===== src/rtl/link_mon_pkg.sv =====
// Shared types for the link timing monitor: frame-tracking states and
// positions of the error bits inside the sticky flag vector.
package link_mon_pkg;

    typedef enum logic [1:0] {
        ST_IDLE  = 2'd0,
        ST_CMD   = 2'd1,
        ST_WAIT  = 2'd2,
        ST_REPLY = 2'd3
    } mon_state_e;

    localparam int ERR_BIE = 0;
    localparam int ERR_RIE = 1;
    localparam int ERR_IIE = 2;
    localparam int ERR_N   = 3;

endpackage


===== src/rtl/link_timing_monitor_sat_cnt.sv =====
// Saturating up-counter with synchronous clear; used for the gap timer
// and for the per-error event counters.
module sat_cnt #(
    parameter int W = 8
) (
    input  logic         clk,
    input  logic         rst_n,
    input  logic         clr,
    input  logic         inc,
    output logic [W-1:0] q
);

    localparam logic [W-1:0] MAX_V = {W{1'b1}};
    localparam logic [W-1:0] ONE_V = {{(W-1){1'b0}}, 1'b1};

    // clear wins over count; an increment in the clear cycle leaves the count at one
    always_ff @(posedge clk) begin
        if (!rst_n) begin
            q <= {W{1'b0}};
        end else if (clr) begin
            q <= {{(W-1){1'b0}}, inc};
        end else if (inc && (q != MAX_V)) begin
            q <= q + ONE_V;
        end else begin
            q <= q;
        end
    end

endmodule


===== src/rtl/link_timing_monitor.sv =====
// Passive observer of SCI instruction/reply traffic: frames instructions and
// replies and flags byte-gap, reply-latency and instruction-gap violations.
module link_timing_monitor
    import link_mon_pkg::*;
#(
    parameter int TMR_W         = 20,
    parameter int BYTE_GAP_MAX  = 12000,
    parameter int FRAME_END     = 24000,
    parameter int REPLY_MIN     = 240,
    parameter int REPLY_MAX     = 600000,
    parameter int INSTR_GAP_MIN = 36000,
    parameter int CNT_W         = 8
) (
    input  logic             clk,
    input  logic             rst_n,
    input  logic             tx_en,
    input  logic             bps_en_rx,
    input  logic             reply_exp,
    input  logic             err_clr,
    output logic             new_frame,
    output logic             end_frame,
    output logic             frame_dir,
    output logic             bie,
    output logic             rie,
    output logic             iie,
    output logic [2:0]       err_sticky,
    output logic [CNT_W-1:0] bie_cnt,
    output logic [CNT_W-1:0] rie_cnt,
    output logic [CNT_W-1:0] iie_cnt
);

    localparam logic [TMR_W-1:0] BYTE_GAP_L  = TMR_W'(BYTE_GAP_MAX);
    localparam logic [TMR_W-1:0] FRAME_END_L = TMR_W'(FRAME_END);
    localparam logic [TMR_W-1:0] REPLY_MIN_L = TMR_W'(REPLY_MIN);
    localparam logic [TMR_W-1:0] REPLY_MAX_L = TMR_W'(REPLY_MAX);
    localparam logic [TMR_W-1:0] INSTR_GAP_L = TMR_W'(INSTR_GAP_MIN);

    logic             tx_r, tx_d_r, bps_r, bps_d_r;
    logic             pos_tx_s, neg_tx_s, pos_bps_s, neg_bps_s;
    logic             gap_clr_s, gap_inc_s, wait_tmo_s, reply_end_s;
    logic [TMR_W-1:0] gap_s;
    mon_state_e       state_r;
    logic             had_frame_r, first_byte_r, reply_exp_r;
    logic             bie_s, rie_s, iie_s;
    logic [ERR_N-1:0] err_set_s;

    // input capture plus one delay stage for edge detection
    always_ff @(posedge clk) begin
        if (!rst_n) begin
            tx_r    <= 1'b0;
            tx_d_r  <= 1'b0;
            bps_r   <= 1'b0;
            bps_d_r <= 1'b0;
        end else begin
            tx_r    <= tx_en;
            tx_d_r  <= tx_r;
            bps_r   <= bps_en_rx;
            bps_d_r <= bps_r;
        end
    end

    // edges, timer control and timeout conditions
    always_comb begin
        pos_tx_s    = tx_r & ~tx_d_r;
        neg_tx_s    = ~tx_r & tx_d_r;
        pos_bps_s   = bps_r & ~bps_d_r;
        neg_bps_s   = ~bps_r & bps_d_r;
        gap_clr_s   = neg_bps_s | neg_tx_s | pos_tx_s;
        gap_inc_s   = ~bps_r & ~gap_clr_s;
        wait_tmo_s  = (gap_s == REPLY_MAX_L);
        reply_end_s = ~bps_r & (gap_s == FRAME_END_L);
    end

    sat_cnt #(.W(TMR_W)) u_gap_tmr (
        .clk   (clk),
        .rst_n (rst_n),
        .clr   (gap_clr_s),
        .inc   (gap_inc_s),
        .q     (gap_s)
    );

    // error decisions, following the pos_tx > timeout > pos_bps priority
    always_comb begin
        bie_s = 1'b0;
        rie_s = 1'b0;
        iie_s = 1'b0;
        case (state_r)
            ST_IDLE: begin
                if (pos_tx_s) begin
                    iie_s = had_frame_r && (gap_s < INSTR_GAP_L);
                end else if (pos_bps_s && !tx_r) begin
                    rie_s = 1'b1;
                end else begin
                    rie_s = 1'b0;
                end
            end
            ST_CMD: begin
                if (pos_tx_s || neg_tx_s) begin
                    bie_s = 1'b0;
                end else if (pos_bps_s) begin
                    bie_s = !first_byte_r && (gap_s >= BYTE_GAP_L);
                end else begin
                    bie_s = 1'b0;
                end
            end
            ST_WAIT: begin
                if (pos_tx_s || wait_tmo_s) begin
                    rie_s = 1'b1;
                end else if (pos_bps_s) begin
                    rie_s = (gap_s < REPLY_MIN_L);
                end else begin
                    rie_s = 1'b0;
                end
            end
            ST_REPLY: begin
                if (pos_tx_s) begin
                    iie_s = 1'b1;
                end else if (reply_end_s) begin
                    bie_s = 1'b0;
                end else if (pos_bps_s) begin
                    bie_s = !first_byte_r && (gap_s >= BYTE_GAP_L) && (gap_s < FRAME_END_L);
                end else begin
                    bie_s = 1'b0;
                end
            end
            default: begin
                bie_s = 1'b0;
            end
        endcase
        err_set_s          = 3'b000;
        err_set_s[ERR_BIE] = bie_s;
        err_set_s[ERR_RIE] = rie_s;
        err_set_s[ERR_IIE] = iie_s;
    end

    // framing state machine with registered pulse outputs
    always_ff @(posedge clk) begin
        if (!rst_n) begin
            state_r      <= ST_IDLE;
            had_frame_r  <= 1'b0;
            first_byte_r <= 1'b1;
            reply_exp_r  <= 1'b0;
            new_frame    <= 1'b0;
            end_frame    <= 1'b0;
            frame_dir    <= 1'b0;
            bie          <= 1'b0;
            rie          <= 1'b0;
            iie          <= 1'b0;
        end else begin
            new_frame <= 1'b0;
            end_frame <= 1'b0;
            bie       <= bie_s;
            rie       <= rie_s;
            iie       <= iie_s;
            if (pos_tx_s) begin
                // a rising tx_en always opens an instruction, closing a live reply
                new_frame    <= 1'b1;
                frame_dir    <= 1'b0;
                reply_exp_r  <= reply_exp;
                first_byte_r <= 1'b1;
                state_r      <= ST_CMD;
                if (state_r == ST_REPLY) begin
                    end_frame   <= 1'b1;
                    had_frame_r <= 1'b1;
                end
            end else begin
                case (state_r)
                    ST_IDLE: begin
                        if (pos_bps_s && !tx_r) begin
                            new_frame    <= 1'b1;
                            frame_dir    <= 1'b1;
                            first_byte_r <= 1'b1;
                            state_r      <= ST_REPLY;
                        end
                    end
                    ST_CMD: begin
                        if (neg_tx_s) begin
                            end_frame   <= 1'b1;
                            had_frame_r <= 1'b1;
                            state_r     <= reply_exp_r ? ST_WAIT : ST_IDLE;
                        end else if (neg_bps_s) begin
                            first_byte_r <= 1'b0;
                        end
                    end
                    ST_WAIT: begin
                        if (wait_tmo_s) begin
                            state_r <= ST_IDLE;
                        end else if (pos_bps_s) begin
                            new_frame    <= 1'b1;
                            frame_dir    <= 1'b1;
                            first_byte_r <= 1'b1;
                            state_r      <= ST_REPLY;
                        end
                    end
                    ST_REPLY: begin
                        if (reply_end_s) begin
                            end_frame   <= 1'b1;
                            had_frame_r <= 1'b1;
                            state_r     <= ST_IDLE;
                        end else if (neg_bps_s) begin
                            first_byte_r <= 1'b0;
                        end
                    end
                    default: begin
                        state_r <= ST_IDLE;
                    end
                endcase
            end
        end
    end

    // sticky flags; a clear coinciding with a new error keeps that error set
    always_ff @(posedge clk) begin
        if (!rst_n) begin
            err_sticky <= 3'b000;
        end else if (err_clr) begin
            err_sticky <= err_set_s;
        end else begin
            err_sticky <= err_sticky | err_set_s;
        end
    end

    sat_cnt #(.W(CNT_W)) u_bie_cnt (
        .clk (clk), .rst_n (rst_n), .clr (err_clr), .inc (bie_s), .q (bie_cnt)
    );

    sat_cnt #(.W(CNT_W)) u_rie_cnt (
        .clk (clk), .rst_n (rst_n), .clr (err_clr), .inc (rie_s), .q (rie_cnt)
    );

    sat_cnt #(.W(CNT_W)) u_iie_cnt (
        .clk (clk), .rst_n (rst_n), .clr (err_clr), .inc (iie_s), .q (iie_cnt)
    );

endmodule


===== config.mk =====
export PLATFORM = sky130hd
export DESIGN_NAME = link_timing_monitor
export DESIGN_NICKNAME = d
export VERILOG_FILES = /design/src/rtl/link_mon_pkg.sv /design/src/rtl/link_timing_monitor_sat_cnt.sv /design/src/rtl/link_timing_monitor.sv
export SDC_FILE = /design/constraint.sdc
export NUM_CORES = 1
export LEC_CHECK = 0
export CAP_MARGIN = 15
export CORE_ASPECT_RATIO = 0.8
export CORE_MARGIN = 1.5
export CORE_UTILIZATION = 55
export CTS_CLUSTER_SIZE = 16
export DETAILED_ROUTE_END_ITERATION = 6
export MAX_ROUTING_LAYER = met4
export PLACE_DENSITY = 0.81
export SYNTH_ARGS = -nofsm -noshare
export SYNTH_HDL_FRONTEND = slang
export SYNTH_HIERARCHICAL = 1
export SYNTH_SLANG_ARGS = --single-unit

===== constraint.sdc =====
create_clock -name clk -period 7.8 [get_ports clk]
set_input_delay 0.78 -clock clk [delete_from_list [all_inputs] [get_ports clk]]
set_output_delay 0.78 -clock clk [all_outputs]
set_load 0.05 [all_outputs]

==> impl_metrics.tcl <==
set metrics [dict create \
    async_flop_share_pct 0 \
    first_pass_iters 5 \
    dp_hpwl_um 6470 \
    yosysTopAreaCell "dfxtp_1" \
    cap_violations 0 \
    syn_nets 448 \
    holdPathStages 2 \
    fp.dieH_um 76.1 \
    yosys-top-cells-count "62 x dfxtp_1, 43 x nand2_1, 34 x a21oi_1" \
    post-route-min-period_ns 3.14 \
    path_max_fanout 12 \
    synth_edf_count 0 \
    synth_top_family_by_area "simple AND/OR/NAND/NOR gates" \
    die_w_um 94.3 \
    diodes 0 \
    rsz0062_at_grt "false" \
    synthCells 432 \
    cp-end-kind "flop" \
    startpoint "tx_d_r" \
    grt_pass1_wl_um 15400 \
    setup-tns-final_ns 0 \
    max_stage_delay_ns 0.57 \
    antenna_found_initial 0 \
    register_area_um2 1240 \
    cp_num_buf_inv 1 \
    clock_sinks 62 \
    fp.dieArea_um2 7170 \
    r2r_setup_slack_ns 4.66 \
    synth.mux.area_fraction_pct 4.64 \
    area_growth_pct 15.1 \
    worstReg2RegStart "tx_d_r" \
    ys_seq_area_share_pct 33.8 \
    synth_area_leaders "dfxtp_1 34%, a21oi_1 4.6%, mux2i_1 4.6%" \
    io_pins 39 \
    postCtsSetupBuffers 0 \
    skew_ns 0.00820 \
    htree_levels 3 \
    multi_input_area_um2 2260 \
    clkLatencyLatePin_ns 0.35 \
    syn_area_um2 3670 \
    synth_top_area_share_pct 33.8 \
    min_delay_worst_endpoint "frame_dir" \
    synth-simple-area-share_pct 31.6 \
    place_inst 540 \
    setup_viol 0 \
    clk_pin_slew_ns 0.07 \
    r2r-end "u_gap_tmr/q[13]" \
    cp_cell_sequence "inv_1 -> ha_1 -> or3_1 -> nor2_1 -> nand3_1 -> or4_1 -> or4_1 -> a21oi_1" \
    yosysWarnings 6 \
    io_buffers 38 \
    required_ns 8.05 \
    drt_first_iter_violations 334 \
    maxSlewHeadroom_pct 39.5 \
    ys_types 58 \
    critical_path_class "reg -> reg" \
    fin_crit_sh_pct 40.3 \
    via_count 3586 \
    setup_ws_ns 4.66 \
    path_delay_family "simple AND/OR/NAND/NOR gates" \
    synth-compound-area-share_pct 21.9 \
    cts_resized 0 \
    status "complete, no violations" \
    syn_area_per_cell_um2 8.49 \
    hold_violations 0 \
    grt_pass1_vias 3161 \
    tightest_slew_ns 0.900 \
    final_cells 555 \
    cts_tree "built" \
    grt_overflow 0 \
    fill_cells 521 \
    crit_path_start_kind "flop" \
    synthAdderAreaFrac_pct 3.41 \
    root_buffer "clkbuf_8" \
    start_util_pct 57.3 \
    yosysMostFrequentCell "dfxtp_1" \
    cts_buffers 9 \
    synth-xor-area-share_pct 0 \
    rr_worst_depth 8 \
    power_density_nw_per_um2 191 \
    nNetsFinal 483 \
    synthFlopType "dfxtp_1" \
    grt_max_degree 23 \
    clock.fmax_mhz 318 \
    post-place-ws_ns 4.80 \
    path_common_cell "or4_1" \
    holdBufCountCts 0 \
    crit_path_top_delay_cell "or4_1" \
    ys_ff_latch 62 \
    drc 0 \
    core_area_um2 6410 \
    viasPerCell 6.46 \
    leakagePower_uw 0.00136 \
    drv_slew 0 \
    gr-usage-all-layers_pct 27.5 \
    gp_congestion 0.968 \
    hold_class "reg -> reg" \
    drive_above_1_share_pct 7.64 \
    clock_path_buffers 2 \
    wl_um 9230 \
    rows 26 \
    ant_nets 0 \
    worstHoldStart "frame_dir" \
    peakVddDrop_mv 0.110 \
    routedWlPerCell_um 16.6 \
    cp.arrival_ns 3.39 \
]
-- per-layer routing --
| layer | GRT usage [%] | wire length, um | up-vias | share of wire, % |
|---|---|---|---|---|
| li1 | - | - | 1719 | - |
| met1 | 39.2 | 4450 | 1683 | 48 |
| met2 | 37.6 | 3940 | 166 | 43 |
| met3 | 6.29 | 694 | 18 | 7.5 |
| met4 | 9.85 | 138 | 0 | 1.5 |
| met5 | - | 0 | - | 0 |
-- layout by cell type (no fill, tap or decap), drive strengths merged, types with 14 or more instances in the layout --
| cell type | Yosys | layout |
|---|---|---|
| a211oi | 17 | 17 |
| nand2b | 22 | 22 |
| o21ai | 14 | 14 |
| nand3 | 16 | 16 |
| inv | 16 | 16 |
| mux2i | 17 | 17 |
| nand2 | 43 | 43 |
| dfxtp | 62 | 62 |
| nand4 | 17 | 17 |
| clkdlybuf4s50 | 0 | 38 |
| a21oi | 34 | 34 |
-- layout make-up --
class | count | area share [%]
clock buffer | 12 | 3.67
clock inverter | 3 | 0.474
inverter | 16 | 1.42
multi-input combinational | 339 | 53.4
sequential | 62 | 29.4
tap | 84 | 2.49
timing repair buffer | 39 | 9.18
-- worst max-delay path by stage --
stage,endpoint,cells after the start
after floorplan,u_rie_cnt/q[5],9
after CTS,u_gap_tmr/q[13],8
after global placement,u_gap_tmr/q[13],8
after detailed placement,u_gap_tmr/q[13],8
final,u_gap_tmr/q[13],8
after global routing,u_gap_tmr/q[13],8
-- kinds of logic (layout without fill, tap and decap cells) --
kind of cell | after synthesis | count (layout)
simple gates | 198 | 198
compound gates | 114 | 114
flops | 62 | 62
buf+inv | 31 | 70
mux | 17 | 17
fa+ha+maj | 10 | 10
-- tightest hold or removal path, cell delays in order (launching register included) --
cell     delay [ns]
dfxtp_1        0.31
inv_1          0.05
a21oi_1        0.05
-- power by group --
part / internal [uW] / total (uW) / leakage (uW) / switching, uW
sequential: 333 / 347 / 0.000502 / 13.6
clock: 130 / 257 / 0.0000845 / 126
combinational: 78.6 / 202 / 0.000775 / 124
-- state kept, by name, summed over array words and instances (netlist names), 2 cells and up --
register / cells
u_bie_cnt/q: 8
state_r: 2
u_rie_cnt/q: 8
u_gap_tmr/q: 20
err_sticky: 3
u_iie_cnt/q: 8
-- per-stage QoR --
stage | hold WS, ns | cell area, um2 | utilization (%) | power, uW
after floorplan | 0.421 | 3670 | - | 497
after global placement | 0.433 | 4050 | 63.2 | 547
after detailed placement | 0.446 | 4050 | 63.2 | 551
after CTS | 0.453 | 4230 | 65.9 | 807
after global routing | 0.484 | 4230 | 65.9 | 845
final | 0.449 | 4230 | 65.9 | 806
(Power assumes the default switching activity.)
